==> src/rtl/dds_phase_gen.sv <==
// DDS phase generator: converts a 10 Hz-unit frequency setting into a
// frequency tuning word with a sequential shift-add multiplier and drives
// a free-running phase accumulator whose MSBs address the sine ROM.
module dds_phase_gen #(
    parameter int unsigned       ACC_W     = 32,
    parameter int unsigned       STEP_W    = 16,
    parameter logic [STEP_W-1:0] FTW_STEP  = STEP_W'(1790),
    parameter int unsigned       OUT_W     = 10,
    parameter logic [10:0]       MAX_ADDR  = 11'd1800,
    parameter bit                SYNC_WRAP = 1'b0
) (
    input  logic             Fg_CLK,
    input  logic             RESETn,
    input  logic [10:0]      Address,
    input  logic             FreqChng,
    output logic [OUT_W-1:0] PhaseOut,
    output logic [ACC_W-1:0] Ftw,
    output logic             Busy,
    output logic             FtwUpd,
    output logic             WrapPulse
);

    typedef enum logic [1:0] {
        IDLE,
        MUL,
        WAIT_WRAP
    } state_t;

    state_t           state, state_nx;
    logic [ACC_W-1:0] acc;
    logic [ACC_W-1:0] product;
    logic [ACC_W-1:0] mcand;
    logic [10:0]      operand;
    logic [10:0]      pend_val;
    logic [10:0]      addr_clamp;
    logic [10:0]      load_val;
    logic [3:0]       bit_cnt;
    logic             pend;
    logic             commit;
    logic             load;
    logic [ACC_W:0]   acc_sum;
    logic             carry;

    assign addr_clamp = (Address > MAX_ADDR) ? MAX_ADDR : Address;
    assign acc_sum    = {1'b0, acc} + {1'b0, Ftw};
    assign carry      = acc_sum[ACC_W];

    // Next-state logic: decides when a product is committed and when a new
    // conversion (fresh strobe or pending request) is loaded.
    always_comb begin
        state_nx = state;
        commit   = 1'b0;
        load     = 1'b0;
        load_val = addr_clamp;
        case (state)
            IDLE: begin
                if (FreqChng) begin
                    state_nx = MUL;
                    load     = 1'b1;
                end
            end
            MUL: begin
                if (bit_cnt == 4'd11) begin
                    if (!SYNC_WRAP || (Ftw == '0)) begin
                        commit = 1'b1;
                    end else begin
                        state_nx = WAIT_WRAP;
                    end
                end
            end
            WAIT_WRAP: begin
                if (carry) begin
                    commit = 1'b1;
                end
            end
            default: state_nx = IDLE;
        endcase
        // A strobe landing on the commit cycle wins over an older pending value.
        if (commit) begin
            if (FreqChng || pend) begin
                state_nx = MUL;
                load     = 1'b1;
                load_val = FreqChng ? addr_clamp : pend_val;
            end else begin
                state_nx = IDLE;
            end
        end
    end

    // State register.
    always_ff @(posedge Fg_CLK or negedge RESETn) begin
        if (!RESETn) begin
            state <= IDLE;
        end else begin
            state <= state_nx;
        end
    end

    // Shift-add multiplier: one operand bit per cycle, LSB first.
    always_ff @(posedge Fg_CLK or negedge RESETn) begin
        if (!RESETn) begin
            operand <= '0;
            product <= '0;
            mcand   <= '0;
            bit_cnt <= '0;
        end else if (load) begin
            operand <= load_val;
            product <= '0;
            mcand   <= ACC_W'(FTW_STEP);
            bit_cnt <= '0;
        end else if ((state == MUL) && (bit_cnt != 4'd11)) begin
            if (operand[0]) begin
                product <= product + mcand;
            end
            operand <= operand >> 1;
            mcand   <= mcand << 1;
            bit_cnt <= bit_cnt + 4'd1;
        end
    end

    // Pending request register: last strobe while busy wins; consumed on reload.
    always_ff @(posedge Fg_CLK or negedge RESETn) begin
        if (!RESETn) begin
            pend     <= 1'b0;
            pend_val <= '0;
        end else if (commit && load) begin
            pend <= 1'b0;
        end else if (FreqChng && (state != IDLE)) begin
            pend     <= 1'b1;
            pend_val <= addr_clamp;
        end
    end

    // Tuning word commit and status outputs; Busy follows the state one edge
    // later so it spans the edge after the strobe through the commit edge.
    always_ff @(posedge Fg_CLK or negedge RESETn) begin
        if (!RESETn) begin
            Ftw    <= '0;
            FtwUpd <= 1'b0;
            Busy   <= 1'b0;
        end else begin
            if (commit) begin
                Ftw <= product;
            end
            FtwUpd <= commit;
            Busy   <= (state != IDLE);
        end
    end

    // Phase accumulator, carry pulse and registered ROM address.
    always_ff @(posedge Fg_CLK or negedge RESETn) begin
        if (!RESETn) begin
            acc       <= '0;
            WrapPulse <= 1'b0;
            PhaseOut  <= '0;
        end else begin
            acc       <= acc_sum[ACC_W-1:0];
            WrapPulse <= carry;
            PhaseOut  <= acc[ACC_W-1 -: OUT_W];
        end
    end

endmodule

==> config.mk <==
export PLATFORM = sky130hd
export DESIGN_NAME = dds_phase_gen
export DESIGN_NICKNAME = d
export VERILOG_FILES = /design/src/rtl/dds_phase_gen.sv
export SDC_FILE = /design/constraint.sdc
export NUM_CORES = 1
export LEC_CHECK = 0
export CAP_MARGIN = 5
export CORE_ASPECT_RATIO = 1.25
export CORE_UTILIZATION = 59
export CTS_BUF_LIST = sky130_fd_sc_hd__clkbuf_8
export DETAILED_ROUTE_END_ITERATION = 16
export PLACE_DENSITY_LB_ADDON = 0.05
export SLEW_MARGIN = 20
export SYNTH_ARGS = -nofsm -noshare
export SYNTH_HDL_FRONTEND = slang
export SYNTH_SLANG_ARGS = --single-unit
==> constraint.sdc <==
create_clock -name Fg_CLK -period 3.9 [get_ports Fg_CLK]
set_clock_uncertainty 0.15 [all_clocks]
set_input_delay 1.17 -clock Fg_CLK [delete_from_list [all_inputs] [get_ports Fg_CLK]]
set_output_delay 1.17 -clock Fg_CLK [all_outputs]
set_load 0.02 [all_outputs]
# Word-level counts from Yosys, hierarchy flattened
# Cells that the tools add are included.
[totals]
output_inout_bits = 45
ff_bits = 170
elab_cells = 63
input_bits = 14
[op_classes]
reduce_logical = 13
n_eq_ne = 6
bitwise = 1
n_mux = 26
order_cmp = 1
add_sub_neg = 3
[op_table]
columns = ["cell", "count"]
rows = [
  ["32-bit two-way mux", 5],
  ["11-bit two-way mux", 6],
  ["32-bit by 32-bit adder with 33-bit output", 1],
  ["32-bit adder", 1],
  ["11-bit > comparator, second input constant", 1],
  ["1-bit two-way mux", 9],
  ["4-bit two-way mux", 2],
  ["2-bit nonzero test", 4],
  ["2-bit AND reduction", 3],
  ["4-bit by 1-bit adder with 4-bit output, second input constant", 1],
  ["4-bit equality test, second input constant", 1],
  ["2-bit two-way mux", 2],
  ["4-bit inequality test, second input constant", 1],
  ["2-bit case mux with 2 select lines", 1],
  ["1-bit logical AND", 3],
  ["3-bit inequality test, second input constant", 1],
  ["2-bit by 1-bit equality test with 1-bit output, second input constant", 1],
  ["2-bit equality test, second input constant", 1],
  ["2-bit zero test", 1],
  ["2-bit by 1-bit inequality test with 1-bit output, second input constant", 1],
  ["1-bit case mux with 2 select lines", 1],
  ["2-bit OR reduction", 1],
  ["1-bit logical OR", 1],
  ["1-bit inverter", 1],
]

# Depth between registers and ports, before layout
# Gate-level depths: netlist of the first run.
[logic_depth]
depth_word = 7
ltp_mapped = 10
ltp_nobuf = 10

# Worst setup path after synthesis of the first run
# OpenSTA, ideal clock, no wires.
[synth_path]
path_type = "flip-flop to flip-flop"
startpoint = "register product[1]"
endpoint = "register product[31]"
t_arrival_ns = 2.502
path_slack_ns = 1.153
required_time_ns = 3.655
n_path_buf = 0
setup_time_ns = 0.095
stages_incl_launch_ff = 11
cell_sequence = "dfrtp_1 ha_1 fa_1 a211oi_1 o21ai_0 a31oi_2 a311oi_2 a21o_1 a2111oi_0 o21ai_1 o31ai_1"
[synth_via]
elab_chain_cells = 4
[synth_rtl]
columns = ["element", "line_no", "text"]
rows = [
  ["from (decl)", "31", "logic [ACC_W-1:0] product;"],
  ["from (signal assigned)", "113", "product <= product + mcand;"],
  ["32-bit adder", "113", ""],
  ["32-bit two-way mux", "112", "if (operand[0]) begin"],
  ["32-bit two-way mux", "111", "end else if ((state == MUL) && (bit_cnt != 4'd11)) begin"],
  ["32-bit two-way mux", "106", "end else if (load) begin"],
]
# No other way between the ends. The select of a mux whose other input is x is not followed.
# A chain may end at the register's enable or synchronous reset.

# Worst setup path in the final report of the first run
# Same ends and word-level chain as after synthesis.

==> metrics.md, run 1 <==
| Metric | Value |
|---|---|
| Status | completed |
| Synth top cells by count | nand2_1, dfrtp_1, nor2_1, o21ai_0, a21oi_1 |
| Detailed Place HPWL | between 10000 and 15000 um |
| Starting Density | 60.8% |
| Post-route cell area | 10300 um2 |
| Final setup viols | 0 |
| Drt drc | 0 |
| H-tree depth | 4 |
| # rows | 50 |
| Worst hold path class | register to register |
| Top Ports | between 50 and 60 |
| GPL Wtd Cong | 0.889 |
| Post-synth top flop | dfrtp_1 |
| CTS Buf Count | 17 |
| Vias post-DR | 7186 |
| Post-synth top area cell | dfrtp_1 |
| Hold slack | approximately 0.24 ns |
| Post-CTS Resized | 0 |
| Post-synth cell types | 71 |
| Ys Warns | 0 |
| Slew Limit Headroom | a little over a third |
| #FFs+latches synth | 165 |
| Syn Area/Cell | between 9 and 10 um2 |
| Critical path class | register to register |
| Largest net degree at the start of global routing | 64 |
| Core ar. | 15000 um2 |
| Period utilization | between 80% and 90% |
| Skew-Pair Late Insertion Delay | 0.45 ns |
| Syn-to-layout area delta | 12.7% |
| Port Buf Inserts | 57 |
| Ranking of synthesized cells by area | dfrtp_1, nand2_1, ha_1 |
| Leak Pwr | ~4.9 nW |
| Fmax | between 300 and 400 MHz |
| Vias in the first global route | between 6000 and 7000 |
| DR vias/cell | 5.76 |
| Final Max Slew Viols | 0 |
| Mapped Area | between 9000 and 10000 um2 |
| # diodes | 0 |
| Top-count cell post-synth | nand2_1 |
| WL/cell | 14.9 um |
| DRT Wirelength | around 19000 um |
| Layout cells sized above 1 | 6.01% |
| Crit Path Max Fanout | 5 |
| CTS sink count | 165 |
| Initial detailed-routing violation count | 470 |
| Syn nets | 1087 |
| CTS Hold Bufs | 0 |
| RSZ-0062 raised after global routing | false |
| Initial antenna violation count | 0 |
| Worst vdd ir | ~0.00042 V |
| Sequential-to-total area share from yosys stat | a little under half |
| Chip width | about 110 um |
| Router iterations before antenna repair | 5 |
| CTS tree | done |
| Clock buffer depth | 2 |
| Die Y | between 100 and 150 um |
| CP Launch Type | register |
| # fillers | 1223 |
| Slew at the pin closest to its max-slew limit | 0.971 ns |
| Final Hold Fails | 0 |
| CTS clock-pin slew for the worst setup and hold paths | ~0.080 ns |
| Die area | between 15000 and 20000 um2 |
| Placed inst area | 9850 um2 |
| Nets@finish | 1130 |
| First-pass GRT wire length | between 30000 and 40000 um |
| Max-cap viol count | 0 |
| Post-synth ARST share | 100% |
| Non-Filler Instances | 1247 |
| Root Buffer | clkbuf_8 |
| PwrDens | ~900 nW/um2 |
| EDFF count, synth | 0 |
| Post-CTS Setup Repair Bufs | 0 |
| Critical Path RT | slightly above 4 ns |
| Crit. End Element | register |
| GRT Total Usage | about a quarter |
| Min Tclk post-route | 3.14 ns |
| Setup_tns | 0 ns |
| Final ANT Viol Nets | 0 |
| Share of the synthesized area in the top cell type | around 45% |
| Global route overflow | 0 |
| Post-Place Cells | approximately 1200 |
| Mapped Cells | 1009 |
| Critical path arrival | between 3 and 4 ns |
[cell type report]
type                            instances  area, um2  share of cell area (%)
Multi-Input combinational cell        782       4760                    46.3
Sequential cell                       165       4130                    40.2
Timing Repair Buffer                   68        667                    6.49
Clock buffer                           20        275                    2.68
Tap cell                              182        228                    2.22
Clock inverter                         12        154                    1.50
Inverter                               18       67.6                   0.657
[kinds of logic (layout without fill, tap and decap cells)]
family	after synthesis	in the layout	share of synthesized area, %
and+or+nand+nor	404	404	19.4
other	1	1	0.0411
AOI/OAI and AO/OA	258	258	18.3
DFF	165	165	45.3
adders and majority gates	64	64	8.86
muxes	9	9	1.04
buffers and inverters	62	118	2.65
xor gates and xnor gates	46	46	4.42
[layer usage]
metal | GRT usage [%] | vias to the layer above | routed length [um]
met1 | 34.2 | 3395 | 8970
met3 | 4.56 | 18 | 510
met5 | 0 | - | 0
li1 | - | 3651 | -
met2 | 41.3 | 122 | 8930
met4 | 6.72 | 0 | 213
[cells in the final DEF (no fill, tap or decap), types with 5 or more instances in the layout]
cell type	instances
a211oi_1	10
a21o_1	28
a21oi_1	65
a31oi_1	10
and3_1	6
buf_4	10
clkbuf_8	20
clkdlybuf4s50_1	56
clkinvlp_4	5
dfrtp_1	165
ha_1	63
inv_1	18
mux2i_1	5
nand2_1	222
nand2b_1	12
nand3_1	37
nand4_1	13
nor2_1	71
nor2b_1	9
nor3_1	11
o211ai_1	11
o21a_1	7
o21ai_0	66
o21bai_1	10
o31ai_1	7
xnor2_1	31
xor2_1	15
[worst max-delay path: stages, from the launching register on]
cell and delay, ns:
dfrtp_1 0.41, ha_1 0.23, fa_1 0.42, a211oi_1 0.28, o21ai_0 0.17, a31oi_2 0.33, a311oi_2 0.21, a21o_1 0.26
a2111oi_0 0.40, o21ai_1 0.11, o31ai_1 0.08
[worst paths after layout]
| path | start | end | slack, ns | depth (start not counted) |
|---|---|---|---|---|
| min | acc[22] | PhaseOut[0] | 0.24 | 0 |
| max | product[1] | product[31] | 0.76 | 10 |
| min in group asynchronous | RESETn | acc[5] | 0.49 | 1 |
| max in group asynchronous | RESETn | mcand[12] | 2.37 | 2 |
| max reg2reg | product[1] | product[31] | 0.76 | 10 |
| min reg2reg | acc[22] | PhaseOut[0] | 0.24 | 0 |
[registers in the layout (all words and copies together), names as in the netlist]
name	cells
Busy	1
state	1
bit_cnt	4
PhaseOut	10
FtwUpd	1
acc	31
Ftw	31
product	31
mcand	31
pend_val	11
pend	1
operand	11
WrapPulse	1
[stage by stage]
stage	power, mW	util (%)	setup WS (ns)
final	9.26	68.5	0.757
after global routing	10.0	68.5	0.593
after CTS	9.28	68.5	0.721
after detailed placement	7.95	65.6	0.755
after global placement	7.83	65.6	0.850
after floorplan	6.66	-	1.15
[report_power, final]
| part | internal [mW] | switching, mW |
|---|---|---|
| logic | 2.18 | 2.77 |
| clock network | 0.682 | 0.619 |
| registers | 2.46 | 0.548 |
Power figures use the tool's default switching activity.
==> run 2, diff against run 1 <==
Clock period 3.9 ns to 3.2 ns, I/O delays scaled along.
==> metrics.md, run 2 (same netlist as run 1, synthesis figures left out) <==
| Metric | Value |
|---|---|
| Chip width | between 100 and 150 um |
| Final Max Slew Viols | 0 |
| Slew Limit Headroom | between 30 and 40% |
| Critical Path End | product[31] |
| GRT Total Usage | between 20% and 30% |
| Crit Path Max Fanout | 5 |
| Skew-Pair Late Insertion Delay | between 0.4 and 0.5 ns |
| CTS clock-pin slew for the worst setup and hold paths | roughly 0.09 ns |
| Period utilization | between 90% and 100% |
| Detailed Place HPWL | between 10000 and 15000 um |
| Top Ports | 59 |
| WL/cell | around 15 um |
| Fmax | approximately 340 MHz |
| Syn-to-layout area delta | 12.8% |
| # diodes | 0 |
| Die Y | approximately 140 um |
| Vias in the first global route | ~7000 |
| CP Launch Type | register |
| DR vias/cell | between 5 and 6 |
| RSZ-0062 raised after global routing | false |
| Leak Pwr | around 5 nW |
| GPL Wtd Cong | about 0.9 |
| First-pass GRT wire length | ~33000 um |
| CTS Buf Count | 17 |
| Crit-path slowest cell | fa_1 |
| Post-route cell area | slightly above 10000 um2 |
| Die area | 16000 um2 |
| Critical-path cell list | ha_1, fa_1, a211oi_1, o21ai_1, a31oi_2, a311oi_4, a211oi_1, a2111oi_2, o21ai_1, o31ai_1 |
| Setup_tns | 0 ns |
| H-tree depth | 4 |
| Status | completed |
| R2R setup slack | 0.26 ns |
| Fin worst setup slack | ~0.26 ns |
| Hold slack | 0.233 ns |
| Critical Path RT | between 3 and 4 ns |
| Core ar. | approximately 15000 um2 |
| Critical R2R Capture | product[31] |
| Most frequent cells in the layout | nand2_1, dfrtp_1, nor2_1, a21oi_1, o21ai_0 |
| Global route overflow | 0 |
| Port Buf Inserts | 57 |
| Final ANT Viol Nets | 0 |
| CTS sink count | 165 |
| Worst hold path class | register to register |
| CTS tree | done |
| Nets@finish | about 1100 |
| Pre-CTS setup slack | ~0.13 ns |
| Router iterations before antenna repair | 5 |
| Final core utilization | around two thirds |
| Initial antenna violation count | 0 |
| Power Total | ~11 mW |
| Placed inst area | 9900 um2 |
| Slowest stage delay, CP | 0.43 ns |
| DRT Wirelength | about 19000 um |
| Post-Place Cells | approximately 1200 |
| CP delay by family, top | compound AO/OA/AOI/OAI gates |
| Worst vdd ir | slightly below 0.0004 V |
| Min Tclk post-route | just under 3 ns |
| Final setup viols | 0 |
| Clock buffer depth | 2 |
| R2R depth | 10 |
| Final Hold Fails | 0 |
| Root Buffer | clkbuf_8 |
| # fillers | approximately 1200 |
| # rows | 50 |
| Non-Filler Instances | 1251 |
| Worst Setup SP | product[1] |
| Starting Density | roughly 61% |
| Drt drc | 0 |
| Largest net degree at the start of global routing | 54 |
| Crit. End Element | register |
| PwrDens | ~1100 nW/um2 |
| Critical path class | register to register |
| Slew at the pin closest to its max-slew limit | about 1.0 ns |
| Vias post-DR | 7258 |
| Initial detailed-routing violation count | 480 |
| WP buf/inv | 0 |
| Most common cell after layout, fill and taps aside | nand2_1 |
| Critical path depth in cells | 10 |
| Reg2reg start | product[1] |
| Layout cells sized above 1 | ~6.5% |
| Max-cap viol count | 0 |
| Critical path arrival | about 3.1 ns |
-- run 2: how the worst min path moves through the flow --
stage | from | slack (ns) | depth (start not counted) | endpoint
after floorplan | state[0] | 0.20 | 0 | Busy
after global placement | acc[28] | 0.21 | 0 | PhaseOut[6]
after CTS | acc[24] | 0.24 | 0 | PhaseOut[2]
after detailed placement | acc[28] | 0.22 | 0 | PhaseOut[6]
final | acc[28] | 0.23 | 0 | PhaseOut[6]
after global routing | acc[24] | 0.25 | 0 | PhaseOut[2]
-- run 2: repair_timing --
action | CTS | global route
hold buffers | 0 | 0
buffers inserted | 0 | 1
resized for setup | 0 | 4
endpoints found under the setup margin | 0 | 2
-- run 2: worst register-to-register path: cells and delay by family (launching register included) --
| kind | cells | cell delay (ns) |
|---|---|---|
| AO/OA/AOI/OAI | 8 | 1.57 |
| flip-flops | 1 | 0.42 |
| adder cells (fa/ha/maj) | 2 | 0.66 |
-- run 2: layout make-up --
class / instances / area (um2) / area share, %
Sequential cell: 165 / 4130 / 40.1
Clock buffer: 17 / 234 / 2.27
Multi-Input combinational cell: 782 / 4780 / 46.4
Timing Repair Buffer: 73 / 729 / 7.09
Clock inverter: 14 / 129 / 1.25
Inverter: 18 / 67.6 / 0.656
Tap cell: 182 / 228 / 2.21
-- run 2: where the power goes --
part           internal [mW]  leakage (nW)  switching (mW)
Clock                  0.619         0.179           0.780
Sequential              3.00          2.05           0.670
Combinational           2.72          2.66            3.42
Total                   6.34          4.89            4.87
-- run 2: metal layers --
| metal | GRT usage [%] | share of wire [%] | up-vias |
|---|---|---|---|
| met4 | 8.66 | 1.6 | 0 |
| met3 | 3.70 | 2.6 | 22 |
| met5 | 0 | 0 | - |
| met2 | 42.1 | 48 | 128 |
| li1 | - | - | 3663 |
| met1 | 34.0 | 48 | 3445 |
